[src/rtl/arm_pkg.sv]
// Shared types and widths for the ARM pipeline control blocks.
package arm_pkg;

  localparam int REG_W     = 4;
  localparam int CNT_W_DEF = 16;

  typedef enum logic [1:0] {
    IDLE = 2'd0,
    WAIT = 2'd1,
    ERR  = 2'd2
  } mem_state_t;

endpackage

[src/rtl/sat_counter.sv]
// Saturating event counter with synchronous clear taking precedence over increment.
module sat_counter #(
  parameter int CNT_W = arm_pkg::CNT_W_DEF
) (
  input  logic             i_clk,
  input  logic             i_rst_n,
  input  logic             i_inc,
  input  logic             i_clr,
  output logic [CNT_W-1:0] o_cnt
);

  logic [CNT_W-1:0] r_cnt;

  always_ff @(posedge i_clk or negedge i_rst_n) begin
    if (!i_rst_n) begin
      r_cnt <= '0;
    end else if (i_clr) begin
      r_cnt <= '0;
    end else if (i_inc && (r_cnt != '1)) begin
      r_cnt <= r_cnt + 1'b1;
    end
  end

  assign o_cnt = r_cnt;

endmodule

[src/rtl/pipeline_hazard_ctrl.sv]
// Freeze/flush controller for the 5-stage pipeline: SRAM waits, taken branches
// and data hazards, with a memory-wait watchdog and saturating event counters.
module pipeline_hazard_ctrl
  import arm_pkg::*;
#(
  parameter int CNT_W   = CNT_W_DEF,
  parameter int TIMEOUT = 255
) (
  input  logic             i_clk,
  input  logic             i_rst_n,
  input  logic             i_forward_en,
  input  logic [REG_W-1:0] i_id_src1,
  input  logic [REG_W-1:0] i_id_src2,
  input  logic             i_id_two_src,
  input  logic             i_id_uses_src1,
  input  logic             i_exe_wb_en,
  input  logic [REG_W-1:0] i_exe_dest,
  input  logic             i_exe_mem_r_en,
  input  logic             i_mem_wb_en,
  input  logic [REG_W-1:0] i_mem_dest,
  input  logic             i_branch_taken,
  input  logic             i_mem_req,
  input  logic             i_sram_ready,
  input  logic             i_cnt_clr,
  output logic             o_pc_freeze,
  output logic             o_if_freeze,
  output logic             o_if_flush,
  output logic             o_id_flush,
  output logic             o_back_freeze,
  output logic             o_mem_err,
  output logic [CNT_W-1:0] o_hazard_cnt,
  output logic [CNT_W-1:0] o_flush_cnt,
  output logic [CNT_W-1:0] o_wait_cnt
);

  localparam logic [15:0] WD_LAST = 16'(TIMEOUT - 1);

  mem_state_t  r_state;
  logic [15:0] r_wd;
  logic        r_mem_err;

  logic w_mem_stall;
  logic w_src1_exe, w_src2_exe, w_src1_mem, w_src2_mem;
  logic w_hazard;
  logic w_hazard_sel, w_flush_sel;

  always_ff @(posedge i_clk or negedge i_rst_n) begin
    if (!i_rst_n) begin
      r_state   <= IDLE;
      r_wd      <= '0;
      r_mem_err <= 1'b0;
    end else begin
      case (r_state)
        IDLE: begin
          r_wd <= '0;
          if (i_mem_req && !i_sram_ready) r_state <= WAIT;
        end
        WAIT: begin
          if (i_sram_ready) begin
            r_state <= IDLE;
            r_wd    <= '0;
          end else if (r_wd == WD_LAST) begin
            r_state   <= ERR;
            r_wd      <= '0;
            r_mem_err <= 1'b1;
          end else begin
            r_wd <= r_wd + 16'd1;
          end
        end
        default: begin
          r_state <= IDLE;
          r_wd    <= '0;
        end
      endcase
    end
  end

  assign w_mem_stall = ((r_state == IDLE) && i_mem_req && !i_sram_ready) ||
                       ((r_state == WAIT) && !i_sram_ready);

  assign w_src1_exe = i_id_uses_src1 && i_exe_wb_en && (i_id_src1 == i_exe_dest);
  assign w_src2_exe = i_id_two_src   && i_exe_wb_en && (i_id_src2 == i_exe_dest);
  assign w_src1_mem = i_id_uses_src1 && i_mem_wb_en && (i_id_src1 == i_mem_dest);
  assign w_src2_mem = i_id_two_src   && i_mem_wb_en && (i_id_src2 == i_mem_dest);

  // With forwarding only a load still in EXE cannot be bypassed in time.
  assign w_hazard = i_forward_en ? (i_exe_mem_r_en && (w_src1_exe || w_src2_exe))
                                 : (w_src1_exe || w_src2_exe || w_src1_mem || w_src2_mem);

  assign w_flush_sel  = !w_mem_stall && i_branch_taken;
  assign w_hazard_sel = !w_mem_stall && !i_branch_taken && w_hazard;

  // Gated by reset so a held request cannot keep the pipeline frozen in reset.
  always_comb begin
    o_pc_freeze   = 1'b0;
    o_if_freeze   = 1'b0;
    o_if_flush    = 1'b0;
    o_id_flush    = 1'b0;
    o_back_freeze = 1'b0;
    if (i_rst_n) begin
      if (w_mem_stall) begin
        o_pc_freeze   = 1'b1;
        o_if_freeze   = 1'b1;
        o_back_freeze = 1'b1;
      end else if (i_branch_taken) begin
        o_if_flush = 1'b1;
        o_id_flush = 1'b1;
      end else if (w_hazard) begin
        o_pc_freeze = 1'b1;
        o_if_freeze = 1'b1;
        o_id_flush  = 1'b1;
      end
    end
  end

  assign o_mem_err = r_mem_err;

  sat_counter #(.CNT_W(CNT_W)) u_hazard_cnt (
    .i_clk   (i_clk),
    .i_rst_n (i_rst_n),
    .i_inc   (w_hazard_sel),
    .i_clr   (i_cnt_clr),
    .o_cnt   (o_hazard_cnt)
  );

  sat_counter #(.CNT_W(CNT_W)) u_flush_cnt (
    .i_clk   (i_clk),
    .i_rst_n (i_rst_n),
    .i_inc   (w_flush_sel),
    .i_clr   (i_cnt_clr),
    .o_cnt   (o_flush_cnt)
  );

  sat_counter #(.CNT_W(CNT_W)) u_wait_cnt (
    .i_clk   (i_clk),
    .i_rst_n (i_rst_n),
    .i_inc   (w_mem_stall),
    .i_clr   (i_cnt_clr),
    .o_cnt   (o_wait_cnt)
  );

endmodule

[config.mk]
export PLATFORM = sky130hd
export DESIGN_NAME = pipeline_hazard_ctrl
export DESIGN_NICKNAME = d
export VERILOG_FILES = /design/src/rtl/arm_pkg.sv /design/src/rtl/sat_counter.sv /design/src/rtl/pipeline_hazard_ctrl.sv
export SDC_FILE = /design/constraint.sdc
export NUM_CORES = 1
export LEC_CHECK = 0
export ABC_AREA = 1
export CAP_MARGIN = 20
export CORE_MARGIN = 2
export CORE_UTILIZATION = 48
export DETAILED_ROUTE_END_ITERATION = 8
export GPL_ROUTABILITY_DRIVEN = 0
export PLACE_DENSITY = 0.86
export SETUP_SLACK_MARGIN = 0.2
export SLEW_MARGIN = 5
export SYNTH_ARGS = -nofsm -noshare
export SYNTH_HDL_FRONTEND = slang
export SYNTH_HIERARCHICAL = 1
export SYNTH_SLANG_ARGS = --single-unit
[constraint.sdc]
create_clock -name i_clk -period 1.8 [get_ports i_clk]
set_input_delay 0.36 -clock i_clk [delete_from_list [all_inputs] [get_ports i_clk]]
set_output_delay 0.36 -clock i_clk [all_outputs]
set_load 0.03 [all_outputs]
# Yosys cells after proc, flatten, opt, wreduce, memory -nomap -nowiden
# Cells that the tools add are included.
# totals
ff_bits,67
in_bits,28
output_inout_bits,54
elab_cells,80
# op_classes
addsub,4
n_eq_ne,11
mux,26
n_bitwise,1
n_reduce_logical,32
# ops
cell,count
$mux 16,9
$add 16x1->16 const B,4
$ne 16x16->1 const B,3
$logic_and 1x1->1,19
$eq 16x8->1 const B,1
$eq 4x4->1,4
$mux 1,13
$mux 2,3
$reduce_bool 2->1,3
$logic_or 1x1->1,4
$pmux 2 s2,1
$logic_not 1->1,3
$ne 3x3->1 const B,1
$reduce_and 3->1,1
$eq 2x1->1 const B,1
$logic_not 2->1,1
$ne 2x2->1 const B,1
$reduce_and 2->1,1
$not 1->1,1

# Logic depth before layout (Yosys ltp)
# Gate-level depths: netlist of run 1.
# depth
depth_word,10
ltp_mapped,16
depth_no_buf,15

# By module
# Netlist of run 1, hierarchy kept.
# by_module_without_submodules
module,instances,cells_each,area_each_um2,seq_area_each_um2
sat_counter,3,144,1037.2,400.4
pipeline_hazard_ctrl,1,212,1373.8,475.5

# Worst setup path after synthesis of run 1
# Ideal clock, no wire load.
# synth_timing
path_type,register to output
start,register r_state[1]
end,output o_pc_freeze
arrival_ps,1910
required_ps,1440
path_slack_ps,-470
path_stages_with_launch,11
n_path_buf,1
path_cell_list,dfrtp_1 -> nor2_1 -> inv_1 -> nor2_4 -> inv_1 -> nand2_1 -> inv_1 -> nor2_1 -> inv_1 -> nand2_1 -> buf_4
# synth_between
elab_chain_len,6
word_cells_on_any_way,8
cone_classes,1 x eq/ne; 2 x mux; 5 x reduce/logical
# synth_rtl
item,line,rtl
"start, declared",pipeline_hazard_ctrl.sv:38,mem_state_t r_state;
"start signal, assigned",pipeline_hazard_ctrl.sv:49,r_state <= IDLE;
"start signal, assigned",pipeline_hazard_ctrl.sv:56,if (i_mem_req && !i_sram_ready) r_state <= WAIT;
"start signal, assigned",pipeline_hazard_ctrl.sv:60,r_state <= IDLE;
$logic_not 2->1,pipeline_hazard_ctrl.sv:78,assign w_mem_stall = ((r_state == IDLE) && i_mem_req && !i_sram_ready) ||
$logic_and 1x1->1 (2 in series),pipeline_hazard_ctrl.sv:78,
$logic_or 1x1->1 (*),pipeline_hazard_ctrl.sv:78,
named net w_mem_stall,pipeline_hazard_ctrl.sv:42,logic w_mem_stall;
$mux 1 (*) (2 in series),-,
"end, declared",pipeline_hazard_ctrl.sv:25,"output logic o_pc_freeze,"
# The timed path passes the listed nets; every way through them passes the cells marked *.

# Worst setup path after layout of run 1
# layout_timing
start,input i_sram_ready
end,output o_pc_freeze
# layout_between
elab_chain_len,5
word_cells_on_any_way,6
cone_classes,2 x mux; 4 x reduce/logical
# layout_rtl
item,line,rtl
"start, declared",pipeline_hazard_ctrl.sv:23,"input logic i_sram_ready,"
$logic_not 1->1 (*),"pipeline_hazard_ctrl.sv:78, pipeline_hazard_ctrl.sv:79",
"$logic_and 1x1->1, on equally long branches","pipeline_hazard_ctrl.sv:78, pipeline_hazard_ctrl.sv:79",
$logic_or 1x1->1 (*),pipeline_hazard_ctrl.sv:78,
named net w_mem_stall,pipeline_hazard_ctrl.sv:42,
$mux 1 (*),pipeline_hazard_ctrl.sv:101,if (w_mem_stall) begin
$mux 1 (*),pipeline_hazard_ctrl.sv:100,if (i_rst_n) begin
# Marked as above.

==> results of run 1 <==
## critical path, stage by stage
cell	delay [ps]
clkdlybuf4s50_1	420
buf_4	150
nor2_4	110
inv_2	60
nand2_4	100
inv_4	60
nor2_4	100
inv_2	50
nand2_4	70
buf_6	130
## area by class of cell
type	instances	area [µm²]	share of cell area [%]
Multi-Input combinational cell	486	2540	44.0
Sequential cell	67	1680	29.2
Timing Repair Buffer	107	875	15.1
Inverter	81	332	5.74
Clock buffer	12	155	2.69
Tap cell	111	139	2.40
Clock inverter	4	48.8	0.845
## worst paths after layout
path | slack, ps | to | start | cells after the start
setup / recovery | -170 | o_pc_freeze | i_sram_ready | 10
hold / removal | 140 | u_flush_cnt/o_cnt[1]$_DFFE_PN0P_ | i_rst_n | 2
setup reg to reg | 150 | u_wait_cnt/o_cnt[8]$_DFFE_PN0P_ | r_state[1]$_DFFE_PN0P_ | 10
hold reg to reg | 480 | o_mem_err$_DFFE_PN0P_ | o_mem_err$_DFFE_PN0P_ | 1
max in group asynchronous | 950 | r_wd[5]$_DFF_PN0_ | i_rst_n | 2
min in group i_clk | 480 | o_mem_err$_DFFE_PN0P_ | o_mem_err$_DFFE_PN0P_ | 1
## repair_timing
action                                 4_1_cts  5_1_grt
cloned                                       0        1
pin swaps                                   17       15
buffers inserted                             1        3
hold buffers                                 1        0
endpoints found under the hold margin        6        0
gates resized for setup                    119      126
setup endpoints to repair                   83       80
## Yosys cell counts, types with 3 or more instances
library cell  count  area (µm²)
a21oi_1          10        50.1
a31oi_1           3        18.8
buf_1             3        11.3
buf_12            3        60.1
buf_2             3        15.0
dfrtp_1          67        1680
ha_1              5        62.6
inv_1            74         278
inv_2             3        11.3
inv_4             4        25.0
nand2_1         228         856
nand2_2           9        56.3
nand2_4           8        90.1
nand3_1          47         235
nand4_1          30         188
nor2_1           74         278
nor2_4           10         113
nor3_1            6        30.0
o21ai_0          15        75.1
o21ai_1           3        15.0
o21ai_4           3        48.8
o21bai_1          7        52.6
or2_2             4        25.0
xnor2_1           8        70.1
xor2_1           10        87.6
## sequential cells by signal (all words and copies together), names as in the netlist
signal / count
r_wd: 16
u_flush_cnt/o_cnt: 16
u_hazard_cnt/o_cnt: 16
u_wait_cnt/o_cnt: 16
r_state: 2
o_mem_err: 1
## cell usage in the layout (no fill, tap or decap), types with 12 or more instances in the layout
cell,Yosys,final
buf_4,1,27
dlygate4sd2_1,0,24
nand2_4,8,13
clkbuf_2,0,20
nand3_1,47,43
nand4_1,30,30
o21ai_0,15,12
buf_6,0,15
nor2_4,10,14
inv_2,3,20
inv_1,74,56
dfrtp_1,67,61
nand2_2,9,14
nor2_1,74,67
nand2_1,228,218
## metrics by stage
| step | instances | TNS (ps) | instance area [µm²] | power (W) |
|---|---|---|---|---|
| after global routing | 868 | -1080 | 5780 | 0.00349 |
| after floorplan | 644 | 0 | 4520 | 0.00182 |
| final | 868 | -697 | 5780 | 0.00334 |
| after CTS | 864 | -606 | 5740 | 0.00331 |
| after global placement | 846 | -11320 | 5510 | 0.00201 |
| after detailed placement | 846 | -13600 | 5510 | 0.00202 |
## layer usage
metal  wire length (µm)  part of all wire (%)  global-route usage [%]  up-vias
met5                  0                     0                       0        -
met3                626                   5.2                    5.13       25
met2               6220                    52                    41.8      149
met4                243                   2.0                    7.48        0
met1               4930                    41                    29.1     2198
li1                   -                     -                       -     2246
## cells by family after synthesis
family | after synthesis | synth area share, %
AO/OA/AOI/OAI | 45 | 6.56
XOR/XNOR | 18 | 3.51
adder cells (fa/ha/maj) | 5 | 1.39
buffers and inverters | 91 | 9.09
flip-flops | 67 | 37.4
AND/OR/NAND/NOR | 418 | 42.1
## power by group through the flow
stage | clock (W) | sequential (W) | combinational, W
global route | 0.00140 | 0.00154 | 0.000550
floorplan | 0 | 0.00159 | 0.000235
detailed placement | 0 | 0.00157 | 0.000453
finish | 0.00130 | 0.00154 | 0.000502
CTS | 0.00131 | 0.00154 | 0.000462
global placement | 0 | 0.00157 | 0.000441
==> impl_metrics.csv, run 1 <==
group,metric,value,unit
run_status,outcome,"finished, violations left",
run_status,violations,"negative setup slack",
power,intPower,0.00242,W
die,core_area,9150,µm²
logic_synthesis,syn-mean-instance-area,6.97,µm²
power,pwr-share-comb,15.0,%
cts,cts_made_buffers,9,
critical_path,cp.required,1440,ps
placed_design,post-place-ws,-521,ps
cts,clkLatencyLatePin,350,ps
layout,fin_nets,785,
timing,fin_crit_sh,109,%
power,peakVddDrop,0.341,mV
grt,grt_overflow_total,0,
logic_synthesis,async_flop_share,100,%
grt,grt_usage,23.8,%
power,p_per_area,577,nW/µm²
layout,layout-drive-gt1-share,23.1,%
logic_synthesis,ys_warn_count,6,
logic_synthesis,syn_nets,677,
layout,fill_cells,758,
critical_path,cp_max_fo,3,
cts,clk_pin_slew,80,ps
power,pwr-share-seq,46.1,%
logic_synthesis,synth-seq-cells,67,
job,drv_cap,0,
detailed_routing,viasPerCell,5.32,
power,p_sw,0.000912,W
timing,relSlewSlack,69.0,%
detailed_routing,drt_iter0_drc,292,
layout,diodes,0,
die,die_area,10100,µm²
logic_synthesis,ys_types,32,
critical_path,worst-setup-path-type,"in2out",
timing,postLayoutSetupSlackWorst,-168,ps
power,power_leakage,2.93,nW
logic_synthesis,synth_cells,644,
grt,grt_pass1_vias,4312,
die,io-pin-count,82,
timing,finalHoldViolCount,0,
logic_synthesis,syn_area,4490,µm²
power,p_clk_share,38.8,%
timing,rsz0062_at_grt,"yes",
cts,htreeDepth,3,
cts,clock_path_buffers,2,
detailed_routing,drc,0,
logic_synthesis,synth_edf_count,0,
grt,grt_pass1_wl,19600,µm
timing,holdWs,138,ps
detailed_routing,ant_nets,0,
critical_path,arrival,1610,ps
detailed_routing,via_count,4618,
logic_synthesis,synth_seq_area_share,37.4,%
timing,setup-violations-final,5,
timing,slew_viol_final,0,
die,num_rows,35,
cts,root_buffer,"clkbuf_8",
timing,layout_min_cycle_time,1970,ps
logic_synthesis,ys.flop_type,"dfrtp_1",
layout,syn_to_final_growth,28.8,%
cts,cts_tree,"yes",
detailed_routing,routed_wl,12000,µm
timing,worst_pin_slew,463,ps
critical_path,critPathCaptureType,"output pin",
die,die_w,101,µm
timing,fmax,508,MHz
cts,cts_sinks,67,
detailed_routing,wire_per_inst,13.8,µm
hold_path,hold_class,"in2async",
grt,grt_max_degree,32,
timing,skew,9.33,ps
critical_path,critPathLaunchType,"input pin",
detailed_routing,firstDrtPassIters,5,
power,switching_share,27.3,%
die,initial_core_util,49.0,%
placed_design,hpwlAfterDp,8640,µm
grt,antenna_found_initial,0,
placed_design,port_buffers,81,
layout,utilization,63.1,%
die,die_y,101,µm
(Power assumes the default switching activity.)
==> run 2, diff against run 1 <==
--- a/config.mk
+++ b/config.mk
@@ -5,13 +5,12 @@
 export SDC_FILE = /design/constraint.sdc
 export NUM_CORES = 1
 export LEC_CHECK = 0
-export ABC_AREA = 1
 export CAP_MARGIN = 20
 export CORE_MARGIN = 2
-export CORE_UTILIZATION = 48
+export CORE_UTILIZATION = 52
 export DETAILED_ROUTE_END_ITERATION = 8
 export GPL_ROUTABILITY_DRIVEN = 0
-export PLACE_DENSITY = 0.86
+export PLACE_DENSITY = 0.9
 export SETUP_SLACK_MARGIN = 0.2
 export SLEW_MARGIN = 5
 export SYNTH_ARGS = -nofsm -noshare
==> constraint.sdc (replaced) <==
create_clock -name i_clk -period 2 [get_ports i_clk]
set_input_delay 0.4 -clock i_clk [delete_from_list [all_inputs] [get_ports i_clk]]
set_output_delay 0.4 -clock i_clk [all_outputs]
set_load 0.03 [all_outputs]
==> run 2 against run 1 <==
Compared with the run above: the run still ends with negative setup slack left; register-to-register slack worse by 220 ps; sequential share of layout area is 4.0 points lower; clock-buffer cell count is 1 lower; clock power is 8% higher; sequential cell count stayed put; critical path depth is 2 higher; final cell count is 19% lower; utilization is 25 points higher.
==> impl_metrics.csv, run 2 <==
group,metric,value,unit
run_status,outcome,"finished, violations left",
run_status,violations,"negative setup slack",
layout,diodes,0,
cts,root_buffer,"clkbuf_8",
placed_design,hpwlAfterDp,7850,µm
logic_synthesis,syn-mean-instance-area,9.39,µm²
timing,holdWs,197,ps
timing,rsz0062_at_grt,"yes",
critical_path,worstPathCellList,"dlygate4sd2_1 -> xor2_1 -> nor3_1 -> nand4_1 -> o21ai_4 -> o21bai_4 -> a211oi_4 -> inv_2 -> buf_2 -> buf_4 -> o31ai_1 -> a21oi_1",
grt,grt_overflow_total,0,
logic_synthesis,synth_cells,427,
grt,grt_pass1_wl,23600,µm
critical_path,slowest_stage,"a211oi_4",
timing,layout_min_cycle_time,2640,ps
grt,grt_usage,35.0,%
critical_path,arrival,2870,ps
critical_path,max_stage_delay,360,ps
detailed_routing,firstDrtPassIters,5,
grt,grt_pass1_vias,4684,
detailed_routing,via_count,4879,
placed_design,port_buffers,81,
grt,grt_max_degree,34,
detailed_routing,wl_met2,9030,µm
critical_path,worst-setup-path-type,"in2reg",
timing,worst_pin_slew,641,ps
placed_design,post-place-ws,-1240,ps
logic_synthesis,synth-seq-cells,67,
cts,clkLatencyLatePin,380,ps
logic_synthesis,ys_warn_count,6,
detailed_routing,viasPerCell,6.91,
power,power_leakage,2.93,nW
timing,slew_viol_final,0,
die,io-pin-count,82,
cts,htreeDepth,3,
logic_synthesis,synth_edf_count,0,
detailed_routing,routed_wl,18400,µm
cts,cts_made_buffers,9,
timing,fin_crit_sh,132,%
die,die_y,91.8,µm
critical_path,critPathLaunchType,"input pin",
job,drv_cap,0,
detailed_routing,dr_wl_met3,1500,µm
logic_synthesis,ys.flop_type,"dfrtp_1",
layout,mostFrequentLayoutCells,"dlygate4sd2_1 (59), buf_4 (57), dfrtp_1 (50)",
layout,layout-drive-gt1-share,47.7,%
layout,syn_to_final_growth,68.2,%
detailed_routing,maxUsedRoutingLayer,"met4",
cts,clk_pin_slew,100,ps
hold_path,hold_class,"in2async",
logic_synthesis,synth_top_area_share,41.8,%
layout,fin_nets,632,
timing,finalHoldViolCount,0,
die,die_area,8430,µm²
detailed_routing,drc,0,
cts,clock_path_buffers,2,
die,num_rows,32,
logic_synthesis,async_flop_share,100,%
timing,skew,20.0,ps
critical_path,cp_max_fo,5,
grt,antenna_found_initial,0,
logic_synthesis,synth_seq_area_share,41.8,%
die,die_w,91.8,µm
detailed_routing,drt_iter0_drc,431,
logic_synthesis,synth_top_area_cell,"dfrtp_1",
logic_synthesis,synth_commonest_cells,"dfrtp_1 (67), a21oi_1 (36), nor2_1 (33)",
logic_synthesis,yosysMostFrequentCell,"dfrtp_1",
timing,setup-violations-final,25,
timing,fmax,378,MHz
die,initial_core_util,52.7,%
logic_synthesis,ys_types,48,
layout,final_common_cell,"dlygate4sd2_1",
power,peakVddDrop,0.528,mV
critical_path,cp.required,2230,ps
detailed_routing,wire_per_inst,26.0,µm
detailed_routing,ant_nets,0,
detailed_routing,wl_met1,6360,µm
power,p_per_area,488,nW/µm²
logic_synthesis,syn_area,4010,µm²
logic_synthesis,synth_area_leaders,"dfrtp_1 (42%), a21oi_1 (4.5%), o31ai_1 (3.9%)",
critical_path,critPathCaptureType,"flop",
cts,cts_tree,"yes",
timing,postLayoutSetupSlackWorst,-644,ps
cts,cts_sinks,67,
timing,relSlewSlack,56.9,%
logic_synthesis,syn_nets,460,
die,core_area,7610,µm²
==> run 2: cell types whose count changed in the layout (fill, tap and decap cells not counted), moves of 14 or more <==
cell | previous run | this run
or4_4 | 0 | 18
a21oi_2 | 2 | 25
inv_1 | 56 | 11
nand2_1 | 218 | 25
nor2_1 | 67 | 28
nor4_4 | 0 | 14
clkbuf_2 | 20 | 2
buf_6 | 15 | 37
nand3_1 | 43 | 13
dlygate4sd2_1 | 24 | 59
buf_4 | 27 | 57
==> run 2: per-layer routing <==
layer / vias up / global-route usage [%]
met5: - / 0
met4: 0 / 16.8
met3: 145 / 6.90
met2: 425 / 61.4
met1: 2345 / 41.0
li1: 1964 / -
==> run 2: cells by family after synthesis <==
family | synth area share [%]
simple gates | 29.4
fa+ha+maj | 1.56
mux | 3.37
buf+inv | 4.34
flops | 41.8
xor+xnor | 4.37
compound gates | 15.1
==> run 2: final cells by class <==
class	count	area, µm²
multi-input combinational	321	2940
sequential	67	1700
timing repair buffer	178	1650
fill	322	867
clock buffer	11	151
tap	102	128
inverter	21	88.8
clock inverter	5	85.1
timing repair inverter	1	7.51
==> run 2: timing repair <==
| action | 4_1_cts | 5_1_grt |
|---|---|---|
| endpoints found under the setup margin | 101 | 53 |
| hold buffers | 1 | 0 |
| hold endpoints to repair | 8 | 0 |
| buffers inserted | 32 | 23 |
| cloned | 1 | 0 |
| pin swaps | 54 | 41 |
| gates resized for setup | 183 | 108 |
==> run 2: through the flow <==
stage | power, W | instances | TNS (ps) | instance area (µm²) | util [%]
2_1_floorplan | 0.00154 | 427 | -4380 | 4170 | -
3_3_place_gp | 0.00171 | 633 | -24610 | 5320 | 69.9
3_5_place_dp | 0.00172 | 633 | -28190 | 5320 | 69.9
4_1_cts | 0.00311 | 683 | -5810 | 6130 | 80.6
5_1_grt | 0.00338 | 706 | -10820 | 6740 | 88.6
6_report | 0.00329 | 706 | -10240 | 6740 | 88.6
==> run 2: worst paths after layout <==
path | startpoint | to | slack (ps) | cells past startpoint
worst max-delay path | i_mem_dest[3] | u_hazard_cnt/o_cnt[10]$_DFFE_PN0P_ | -640 | 12
worst min register to register | o_mem_err$_DFFE_PN0P_ | o_mem_err$_DFFE_PN0P_ | 500 | 1
max in group asynchronous | i_rst_n | r_state[0]$_DFFE_PN0P_ | 1040 | 2
worst min-delay path | i_rst_n | r_wd[5]$_DFF_PN0_ | 200 | 2
min in group i_clk | i_cnt_clr | u_flush_cnt/o_cnt[12]$_DFFE_PN0P_ | 330 | 2
worst max register to register | r_state[0]$_DFFE_PN0P_ | u_hazard_cnt/o_cnt[10]$_DFFE_PN0P_ | -70 | 8
==> run 2: worst max-delay path, delay by kind of cell <==
kind | cells | cell delay [ps]
simple gates | 2 | 490
xor+xnor | 1 | 150
compound gates | 5 | 1110
buf+inv | 4 | 710
==> run 2: power by group <==
| group | switching (W) | internal (W) |
|---|---|---|
| registers | 0.0000154 | 0.00136 |
| logic | 0.000276 | 0.000227 |
| clock network | 0.000634 | 0.000775 |
| total | 0.000925 | 0.00237 |
==> run 3, diff against run 2 <==
--- a/config.mk
+++ b/config.mk
@@ -5,11 +5,14 @@
 export SDC_FILE = /design/constraint.sdc
 export NUM_CORES = 1
 export LEC_CHECK = 0
+export ABC_CLOCK_PERIOD_IN_PS = 2000
 export CAP_MARGIN = 20
 export CORE_MARGIN = 2
 export CORE_UTILIZATION = 52
+export CTS_CLUSTER_SIZE = 14
 export DETAILED_ROUTE_END_ITERATION = 8
 export GPL_ROUTABILITY_DRIVEN = 0
+export MAX_ROUTING_LAYER = met4
 export PLACE_DENSITY = 0.9
 export SETUP_SLACK_MARGIN = 0.2
 export SLEW_MARGIN = 5
==> run 3 against run 2 <==
Compared with the run above: clock skew rose by 9.2 ps; routed wire length fell by 2.8%; non-clock buffer count decreased by 1; cell area grew 0.26%; the flow still finishes with violations (negative setup slack); sequential power is essentially flat; global-route usage increased by 0.92 points; worst hold slack better by 30 ps; clock power about the same; first-iteration DRC count is 12% lower; fmax rose by 2.2%.
==> impl_metrics.csv, run 3 (synthesis gave the netlist of run 2 again) <==
group,metric,value,unit
critical_path,reg2reg_from,"r_state[1]$_DFFE_PN0P_",
die,die_w,91.8,µm
die,io-pin-count,82,
critical_path,r2r-end,"u_wait_cnt/o_cnt[6]$_DFFE_PN0P_",
timing,layout_min_cycle_time,2590,ps
detailed_routing,via_count,4811,
grt,grt_pass1_vias,4701,
layout,fin_nets,631,
power,p_per_area,482,nW/µm²
run_status,outcome,"finished, violations left",
hold_path,hold_class,"in2async",
timing,setup-violations-final,28,
detailed_routing,firstDrtPassIters,5,
critical_path,r2r_slack,-60,ps
die,initial_core_util,52.7,%
timing,worst_pin_slew,511,ps
detailed_routing,drt_iter0_drc,381,
power,peakVddDrop,0.354,mV
critical_path,cp-startpoint,"i_mem_dest[3]",
grt,grt_pass1_wl,23500,µm
layout,layout-drive-gt1-share,47.8,%
grt,grt_overflow_total,0,
cts,clk_pin_slew,100,ps
layout,utilization,88.8,%
detailed_routing,ant_nets,0,
timing,finalHoldViolCount,0,
detailed_routing,wire_per_inst,25.3,µm
timing,relSlewSlack,65.9,%
cts,cts_made_buffers,9,
detailed_routing,viasPerCell,6.82,
job,drv_cap,0,
critical_path,cp.required,2290,ps
placed_design,post-place-ws,-1240,ps
critical_path,critPathLaunchType,"input pin",
run_status,violations,"negative setup slack",
die,core_area,7610,µm²
timing,postLayoutSetupSlackWorst,-588,ps
layout,diodes,0,
layout,fill_cells,317,
cts,root_buffer,"clkbuf_8",
cts,clock_path_buffers,2,
timing,fmax,386,MHz
critical_path,cp_max_fo,5,
cts,clkLatencyLatePin,370,ps
critical_path,endpoint,"u_hazard_cnt/o_cnt[7]$_DFFE_PN0P_",
power,power_leakage,2.92,nW
cts,htreeDepth,3,
layout,syn_to_final_growth,68.6,%
die,die_y,91.8,µm
layout,mostFrequentLayoutCells,"dlygate4sd2_1 (59), buf_4 (54), dfrtp_1 (49)",
timing,fin_crit_sh,129,%
critical_path,reg2reg_depth,9,
layout,final_common_cell,"dlygate4sd2_1",
timing,rsz0062_at_grt,"yes",
timing,slew_viol_final,0,
cts,cts_tree,"yes",
die,num_rows,32,
cts,cts_sinks,67,
detailed_routing,drc,0,
timing,skew,29.3,ps
critical_path,critPathCaptureType,"flop",
grt,grt_max_degree,34,
grt,antenna_found_initial,0,
grt,grt_usage,35.9,%
critical_path,arrival,2870,ps
detailed_routing,routed_wl,17800,µm
critical_path,worst-setup-path-type,"in2reg",
die,die_area,8430,µm²
placed_design,hpwlAfterDp,7850,µm
placed_design,port_buffers,81,
==> run 3: layout make-up <==
type	count	area, µm²	share of cell area [%]
Sequential cell	67	1700	25.1
Multi-Input combinational cell	321	2950	43.7
Clock inverter	5	85.1	1.26
Timing Repair Buffer	177	1650	24.4
Timing Repair inverter	1	7.51	0.111
Clock buffer	11	151	2.24
Tap cell	102	128	1.89
Inverter	21	88.8	1.31
==> run 3: critical path, cell delays in order <==
cell and delay [ps]:
dlygate4sd2_1 270, xor2_1 150, nor3_1 270, nand4_1 210, o21ai_4 130, o21bai_4 110
a211oi_4 340, inv_2 100, buf_2 170, or4_1 550, a21oi_2 150
==> run 3: routing by layer <==
metal | GRT usage, % | vias to the layer above | wire length, µm
met3 | 6.41 | 126 | 1380
met2 | 61.3 | 379 | 9000
met1 | 41.2 | 2352 | 6170
li1 | - | 1954 | -
met5 | - | - | 0
met4 | 16.9 | 0 | 1280
==> run 3: worst min path at each step <==
stage	end	startpoint	slack, ps
floorplan	o_mem_err$_DFFE_PN0P_	i_rst_n	100
global placement	r_wd[11]$_DFF_PN0_	i_rst_n	290
detailed placement	r_state[0]$_DFFE_PN0P_	i_rst_n	310
CTS	r_wd[5]$_DFF_PN0_	i_rst_n	180
global route	r_wd[5]$_DFF_PN0_	i_rst_n	260
finish	r_wd[5]$_DFF_PN0_	i_rst_n	230
==> run 3: where the power goes <==
| group | internal, W | total, W | switching, W | leakage (nW) |
|---|---|---|---|---|
| Combinational | 0.000229 | 0.000503 | 0.000274 | 1.91 |
| Clock | 0.000775 | 0.00138 | 0.000603 | 0.116 |
| Sequential | 0.00136 | 0.00138 | 0.0000157 | 0.903 |
| Total | 0.00237 | 0.00326 | 0.000893 | 2.92 |
==> run 3: per-stage QoR <==
step	setup TNS [ps]	hold slack, ps	total power [W]	cells	instance area, µm²
2_1_floorplan	-4380	104	0.00154	427	4170
3_3_place_gp	-24610	294	0.00171	633	5320
3_5_place_dp	-28190	310	0.00172	633	5320
4_1_cts	-5810	185	0.00311	683	6130
5_1_grt	-10260	262	0.00335	705	6760
6_report	-9630	226	0.00326	705	6760
==> run 3: timing repair <==
action	CTS	global route
setup endpoints to repair	101	53
pin swaps	54	42
hold buffers	1	0
buffers inserted	32	22
gates cloned	1	0
gates resized for setup	183	112
endpoints found under the hold margin	8	0
